<file path="config.mk">
export PLATFORM = sky130hd
export DESIGN_NAME = inst_fetch_unit
export DESIGN_NICKNAME = d
export VERILOG_FILES = /design/src/rtl/inst_fetch_unit.sv
export SDC_FILE = /design/constraint.sdc
export NUM_CORES = 1
export LEC_CHECK = 0
export CORE_UTILIZATION = 45
export DETAILED_ROUTE_END_ITERATION = 10
export PLACE_DENSITY = 0.83
export SYNTH_ARGS = -nofsm -noshare
export SYNTH_HDL_FRONTEND = slang
export SYNTH_SLANG_ARGS = --single-unit
</file>
<file path="constraint.sdc">
create_clock -name clk -period 2.4 [get_ports clk]
set_input_delay 0.72 -clock clk [delete_from_list [all_inputs] [get_ports clk]]
set_output_delay 0.72 -clock clk [all_outputs]
set_load 0.01 [all_outputs]
</file>
<file path="src/rtl/inst_fetch_unit.sv">
// inst_fetch_unit: req/ack instruction fetch with timeout NOP substitution.
// Define PREFETCH_EN to add a one-entry next-word prefetch buffer (PF state).
module inst_fetch_unit #(
  parameter int ADDR_W = 16,
  parameter int DATA_W = 16,
  parameter int TIMEOUT_CYC = 15,
  parameter logic [DATA_W-1:0] NOP_INST = '0
) (
  input  logic              clk,
  input  logic              rst,
  input  logic [15:0]       pc,
  input  logic              fetch_req,
  input  logic              flush,
  output logic              busy,
  output logic [DATA_W-1:0] inst,
  output logic              inst_valid,
  output logic              fetch_err,
  output logic [ADDR_W-1:0] mem_addr,
  output logic              mem_rd,
  input  logic              mem_ack,
  input  logic [DATA_W-1:0] mem_rdata
);
  localparam int CW = $clog2(TIMEOUT_CYC + 1);
  localparam logic [CW-1:0] CLAST = CW'(TIMEOUT_CYC - 1);
  typedef enum logic [1:0] {IDLE, REQ, RESP, PF} state_t;
  state_t state;
  logic [CW-1:0] cnt;
  logic drop;
  logic tmo;
  logic pend_v;
  // the watchdog only fires on a cycle with no ack, so a late ack always wins
  assign tmo = !mem_ack && cnt == CLAST;
  assign busy = state == REQ || state == RESP || pend_v;
`ifdef PREFETCH_EN
  logic [15:0] fetch_pc, pend_pc, pf_addr, nxt, req_pc;
  logic [DATA_W-1:0] pf_data;
  logic pf_valid, req_v;
  assign nxt = fetch_pc + 16'd1;
  // a request arriving on the very edge the prefetch ends is served as if pending
  assign req_v = pend_v || (fetch_req && !flush);
  assign req_pc = pend_v ? pend_pc : pc;
`else
  assign pend_v = 1'b0;
`endif
  always_ff @(posedge clk or posedge rst)
    if (rst) begin
      state <= IDLE;
      mem_rd <= 1'b0;
      mem_addr <= '0;
      inst <= '0;
      inst_valid <= 1'b0;
      fetch_err <= 1'b0;
      cnt <= '0;
      drop <= 1'b0;
`ifdef PREFETCH_EN
      fetch_pc <= '0;
      pend_v <= 1'b0;
      pend_pc <= '0;
      pf_addr <= '0;
      pf_data <= '0;
      pf_valid <= 1'b0;
`endif
    end else begin
      inst_valid <= 1'b0;
      fetch_err <= 1'b0;
      case (state)
        IDLE: if (fetch_req && !flush) begin
`ifdef PREFETCH_EN
          fetch_pc <= pc;
          if (pf_valid && pc == pf_addr) begin
            inst <= pf_data;
            inst_valid <= 1'b1;
            state <= RESP;
          end else
`endif
          begin
            mem_addr <= pc[ADDR_W-1:0];
            mem_rd <= 1'b1;
            cnt <= '0;
            drop <= 1'b0;
            state <= REQ;
          end
        end
        REQ: if (mem_ack || tmo) begin
          mem_rd <= 1'b0;
          state <= (drop || flush) ? IDLE : RESP;
          if (!(drop || flush)) begin
            inst <= mem_ack ? mem_rdata : NOP_INST;
            inst_valid <= 1'b1;
            fetch_err <= !mem_ack;
          end
        end else begin
          cnt <= cnt + 1'b1;
          drop <= drop || flush;
        end
`ifdef PREFETCH_EN
        RESP: if (flush) state <= IDLE;
        else begin
          mem_addr <= nxt[ADDR_W-1:0];
          mem_rd <= 1'b1;
          pf_addr <= nxt;
          pf_valid <= 1'b0;
          cnt <= '0;
          drop <= 1'b0;
          state <= PF;
        end
        PF: if (mem_ack || tmo) begin
          mem_rd <= 1'b0;
          pf_data <= mem_rdata;
          pf_valid <= mem_ack && !drop && !flush;
          pend_v <= 1'b0;
          state <= IDLE;
          if (req_v && !flush) begin
            fetch_pc <= req_pc;
            if (mem_ack && !drop && req_pc == pf_addr) begin
              inst <= mem_rdata;
              inst_valid <= 1'b1;
              state <= RESP;
            end else begin
              mem_addr <= req_pc[ADDR_W-1:0];
              mem_rd <= 1'b1;
              cnt <= '0;
              drop <= 1'b0;
              state <= REQ;
            end
          end
        end else begin
          cnt <= cnt + 1'b1;
          drop <= drop || flush;
          if (!pend_v && fetch_req && !flush) begin
            pend_v <= 1'b1;
            pend_pc <= pc;
          end
        end
`else
        RESP: state <= IDLE;
`endif
        default: state <= IDLE;
      endcase
`ifdef PREFETCH_EN
      if (flush) begin
        pend_v <= 1'b0;
        pf_valid <= 1'b0;
      end
`endif
    end
endmodule

</file>
# Word-level counts from Yosys, hierarchy flattened
# Index checks and enable logic that the tools add are counted.
# Widths: inputs -> output; s select.
dict set report op_classes {
  eq_ne 6
  n_reduce_logical 14
  mux 20
  addsub 1
  bitwise_logic 1
}
# op n
set ops {}
lappend ops {{$mux 16} 1}
lappend ops {{$mux 1} 10}
lappend ops {{$reduce_and 3->1} 3}
lappend ops {{$mux 4} 2}
lappend ops {{$pmux 4 s2} 1}
lappend ops {{$mux 2} 3}
lappend ops {{$add 4x1->4 const B} 1}
lappend ops {{$eq 4x4->1 const B} 1}
lappend ops {{$ne 2x2->1 const B} 2}
lappend ops {{$pmux 1 s2} 2}
lappend ops {{$pmux 2 s2} 1}
lappend ops {{$reduce_and 2->1} 2}
lappend ops {{$logic_or 1x1->1} 3}
lappend ops {{$eq 2x1->1 const B} 1}
lappend ops {{$eq 2x2->1 const B} 1}
lappend ops {{$logic_and 1x1->1} 2}
lappend ops {{$logic_not 1->1} 2}
lappend ops {{$logic_not 2->1} 1}
lappend ops {{$ne 2x1->1 const B} 1}
lappend ops {{$reduce_bool 2->1} 1}
lappend ops {{$not 1->1} 1}
dict set report word_totals {
  word_cells 50
  regBits 42
  inputBits 37
  out_inout_bits 36
}

# Depth between registers and ports, before layout
dict set report logic_depth {
  word_depth 5
  mapped_depth 7
  ltp_nobuf 6
}

# Worst setup path after synthesis
# No wires, ideal clock.
dict set report synth_path {
  kind {input to register}
  from {in flush}
  to {reg mem_addr[10]}
  cell_stages 4
  required_ns 2.275
  arrival_time_ns 1.441
  path_buffers 2
  slack_ns 0.834
  cell_sequence {nand3b_1 > buf_6 > buf_6 > mux2_4}
}
dict set report synth_via {
  elab_chain_cells 3
}
# item line_no
set synth_lines {}
lappend synth_lines {{start, declared} 13} ;# input logic flush,
lappend synth_lines {{$logic_not 1->1} 67} ;# IDLE: if (fetch_req && !flush) begin
lappend synth_lines {{$logic_and 1x1->1} 67}
lappend synth_lines {{$reduce_and 2->1 (no line)} n/a}
lappend synth_lines {{end signal, assigned} 77} ;# mem_addr <= pc[ADDR_W-1:0];
lappend synth_lines {{end, declared} 18} ;# output logic [ADDR_W-1:0] mem_addr,
# Every way passes these cells.
# A chain may end at the register's enable or synchronous reset.

# Worst setup path after layout
dict set report layout_path {
  from {reg state[0]}
  to {out busy}
}
dict set report layout_via {
  elab_chain_cells 2
  elab_cells_between_ends 3
}
# item line_no
set layout_lines {}
lappend layout_lines {{start, declared} 26} ;# state_t state;
lappend layout_lines {{start signal, assigned} 86} ;# state <= (drop || flush) ? IDLE : RESP;
lappend layout_lines {{$eq 2x1->1 or $eq 2x2->1 (tied branches)} 33} ;# assign busy = state == REQ || state == RESP || pend_v;
lappend layout_lines {{$logic_or 1x1->1 *} 33}
lappend layout_lines {{end, declared} 14} ;# output logic busy,
# Mark *: on every way between the ends. The rest lies on a longest branch, timed or not.

==> impl_metrics.csv <==
group,metric,value,unit
yosys,avgSynthCellArea,13.8,um2
hold_path,min_path_type,"flop to flop",
timing,min_period,2.24,ns
finish,syn_to_final_growth,48.2,%
critical_path,slowest_stage,"clkdlybuf4s50_1",
route,first_pass_iters,4,
clocking,clk_latency,0.28,ns
finish,fin_area,0.00263,mm2
timing,grt_setup_unrepaired,"false",
critical_path,reg2reg_depth,4,
finish,diodes,0,
yosys,synth_cells,129,
global_route,grt_pass1_wl,6160,um
critical_path,path_buf_inv,2,
power_and_ir_drop,finalPower,3.19,mW
clocking,cts_buffers,5,
placed_design,gp_congestion,0.834,
yosys,synth_warnings,0,
global_route,gr-total-overflow,0,
yosys,netlist_area,0.00177,mm2
timing,clock.fmax,0.447,GHz
clocking,path_clk_slew,0.07,ns
clocking,tritoncts,"yes",
yosys,seq_area_frac_synth,0.592,
critical_path,critPathRequiredTime,1.68,ns
global_route,grt.total_usage,0.197,
clocking,clockRootBuffer,"clkbuf_8",
yosys,ys_ff_latch,42,
clocking,htreeDepth,2,
placed_design,dp_hpwl,2780,um
floorplanning,die_x,64.8,um
global_route,top_usage_layer,"met2",
critical_path,reg2reg_from,"state[1]",
global_route,grt_pass1_vias,1361,
critical_path,crit_chain,"inv_1 -> ha_1 -> clkdlybuf4s50_1",
route,wl,3710,um
floorplanning,io_pins,73,
critical_path,crit_family,"buffers and inverters",
global_route,antenna_found_initial,0,
route,ant_nets,0,
route,drcViolationCount,0,
yosys,synth_nets,170,
critical_path,crit_arrival,1.52,ns
critical_path,r2r_slack,0.70,ns
finish,layout.nets,246,
clocking,clockBufferDepth,2,
placed_design,numPortBuffers,72,
global_route,gr-usage-met1,0.246,
critical_path,r2r-end,"inst[5]",
power_and_ir_drop,p_leak,1.19,nW
floorplanning,die_y,64.8,um
clocking,cts_hold_buf,0,
global_route,gr-usage-met2,0.315,
route,first_iter_violations,34,
timing,maxSlewViolCount,0,
timing,worst_pin_slew,0.566,ns
finish,most-common-layout-cells,"clkdlybuf4s50_1 (72), dfrtp_1 (42), a22o_1 (16), inv_1 (9)",
yosys,yosysUniqueCellTypes,28,
critical_path,cp_max_fo,3,
critical_path,slowest_delay,0.55,ns
floorplanning,dieArea,0.00420,mm2
power_and_ir_drop,vdd_ir_drop_max,651,uV
clocking,cts-resized-gates,0,
flow_run,cap_violations,0,
clocking,post_cts_buffers,0,
critical_path,crit_path_start_kind,"flop",
timing,hold_violations,0,
route,via_per_inst,5.11,
timing,skew,0.00609,ns
hold_path,hold-path-cell-count,1,
hold_path,hold_end,"inst[12]",
finish,drive_above_1_share,0.141,
hold_path,min-delay-start,"inst[12]",
critical_path,worstSetupPathType,"flop to output pin",
power_and_ir_drop,powerDensity,1210,mW/mm2
timing,setup_viol,0,
route,num_vias,1292,
floorplanning,core,0.00372,mm2
floorplanning,initial_utilization,0.477,
timing,relSlewSlack,0.623,
clocking,clkSinkCount,42,
finish,final_common_cell,"clkdlybuf4s50_1",
global_route,grt_max_degree,43,
finish,num-fill-cells,271,
timing,post-route-period-util,0.932,
timing,hold_slack,0.506,ns
global_route,grtUsageMet3,0.0616,
route,wl_per_cell,14.7,um
run_status,status,"finished, final reports clean",
placed_design,postPlaceCellArea,0.00252,mm2
floorplanning,rows,22,
critical_path,endpoint_kind,"output pin",
timing,fin_setup_tns,0,ns
[layer usage]
metal  part of all wire  up-vias
met3               0.10        9
met5                  0        -
met1               0.43      604
met4              0.018        0
met2               0.45       73
li1                   -      606
[flip-flops by register name, summed over array words and instances (netlist names)]
name and flops:
drop 1, cnt 4, mem_addr 16, inst 16, inst_valid 1, fetch_err 1, mem_rd 1, state 2
[cells by family (layout without fill, tap and decap cells)]
family | Yosys count | after routing | synth area share
AO/OA/AOI/OAI | 33 | 33 | 0.140
multiplexers | 17 | 17 | 0.124
AND/OR/NAND/NOR | 18 | 18 | 0.0621
adder cells (fa/ha/maj) | 4 | 4 | 0.0282
flip-flops | 42 | 42 | 0.592
buffers and inverters | 15 | 91 | 0.0536
[per-stage QoR]
| step | setup WS [ns] | util | cells |
|---|---|---|---|
| 2_1_floorplan | 0.706 | - | 129 |
| 3_3_place_gp | 0.246 | 0.677 | 246 |
| 3_5_place_dp | 0.159 | 0.677 | 246 |
| 4_1_cts | 0.144 | 0.707 | 253 |
| 5_1_grt | 0.100 | 0.707 | 253 |
| 6_report | 0.163 | 0.707 | 253 |
[cell usage after synthesis]
library cell / count / area share
dfrtp_1: 42 / 0.59
a22o_1: 16 / 0.079
inv_1: 9 / 0.019
mux2_2: 8 / 0.051
mux2_4: 8 / 0.068
o21ai_0: 6 / 0.017
buf_6: 5 / 0.032
nor2_1: 5 / 0.011
ha_1: 4 / 0.028
a21oi_1: 3 / 0.0085
nand2_1: 3 / 0.0063
nand3_1: 2 / 0.0056
nand3b_1: 2 / 0.0085
o21a_1: 2 / 0.0085
a31oi_1: 1 / 0.0035
a31oi_2: 1 / 0.0071
and2_1: 1 / 0.0035
and3_1: 1 / 0.0035
and4b_1: 1 / 0.0056
buf_2: 1 / 0.0028
mux2i_1: 1 / 0.0056
nand3b_4: 1 / 0.011
nor2_2: 1 / 0.0035
nor2b_1: 1 / 0.0035
o21ai_1: 1 / 0.0028
o22ai_1: 1 / 0.0035
o31ai_1: 1 / 0.0042
o32a_1: 1 / 0.0056
[worst max-delay path by stage]
stage	start	end	slack (ns)	cells after the start
6_report	state[0]	busy	0.16	3
5_1_grt	state[0]	busy	0.1	3
4_1_cts	state[0]	busy	0.14	3
3_5_place_dp	flush	inst[6]	0.16	4
3_3_place_gp	flush	inst[0]	0.25	4
2_1_floorplan	rst	cnt[0]	0.71	1
[power by group]
part           total (mW)  internal (mW)  switching (mW)
sequential           1.20           1.02           0.180
clock               0.543          0.332           0.210
combinational        1.44          0.891           0.550
total                3.19           2.24           0.941
[final cells by class]
cell class	count	area (um2)	share of cell area
sequential	42	1050	0.400
clock inverter	1	30.0	0.0114
inverter	9	33.8	0.0129
multi-input combinational	72	628	0.239
clock buffer	6	82.6	0.0314
tap	48	60.1	0.0228
timing repair buffer	75	743	0.283
[worst register-to-register path, cell delays in order (launching register included)]
cell and delay, ns:
dfrtp_1 0.38, inv_1 0.07, ha_1 0.37, and3_1 0.59
a22o_1 0.23
(Power assumes the default switching activity.)
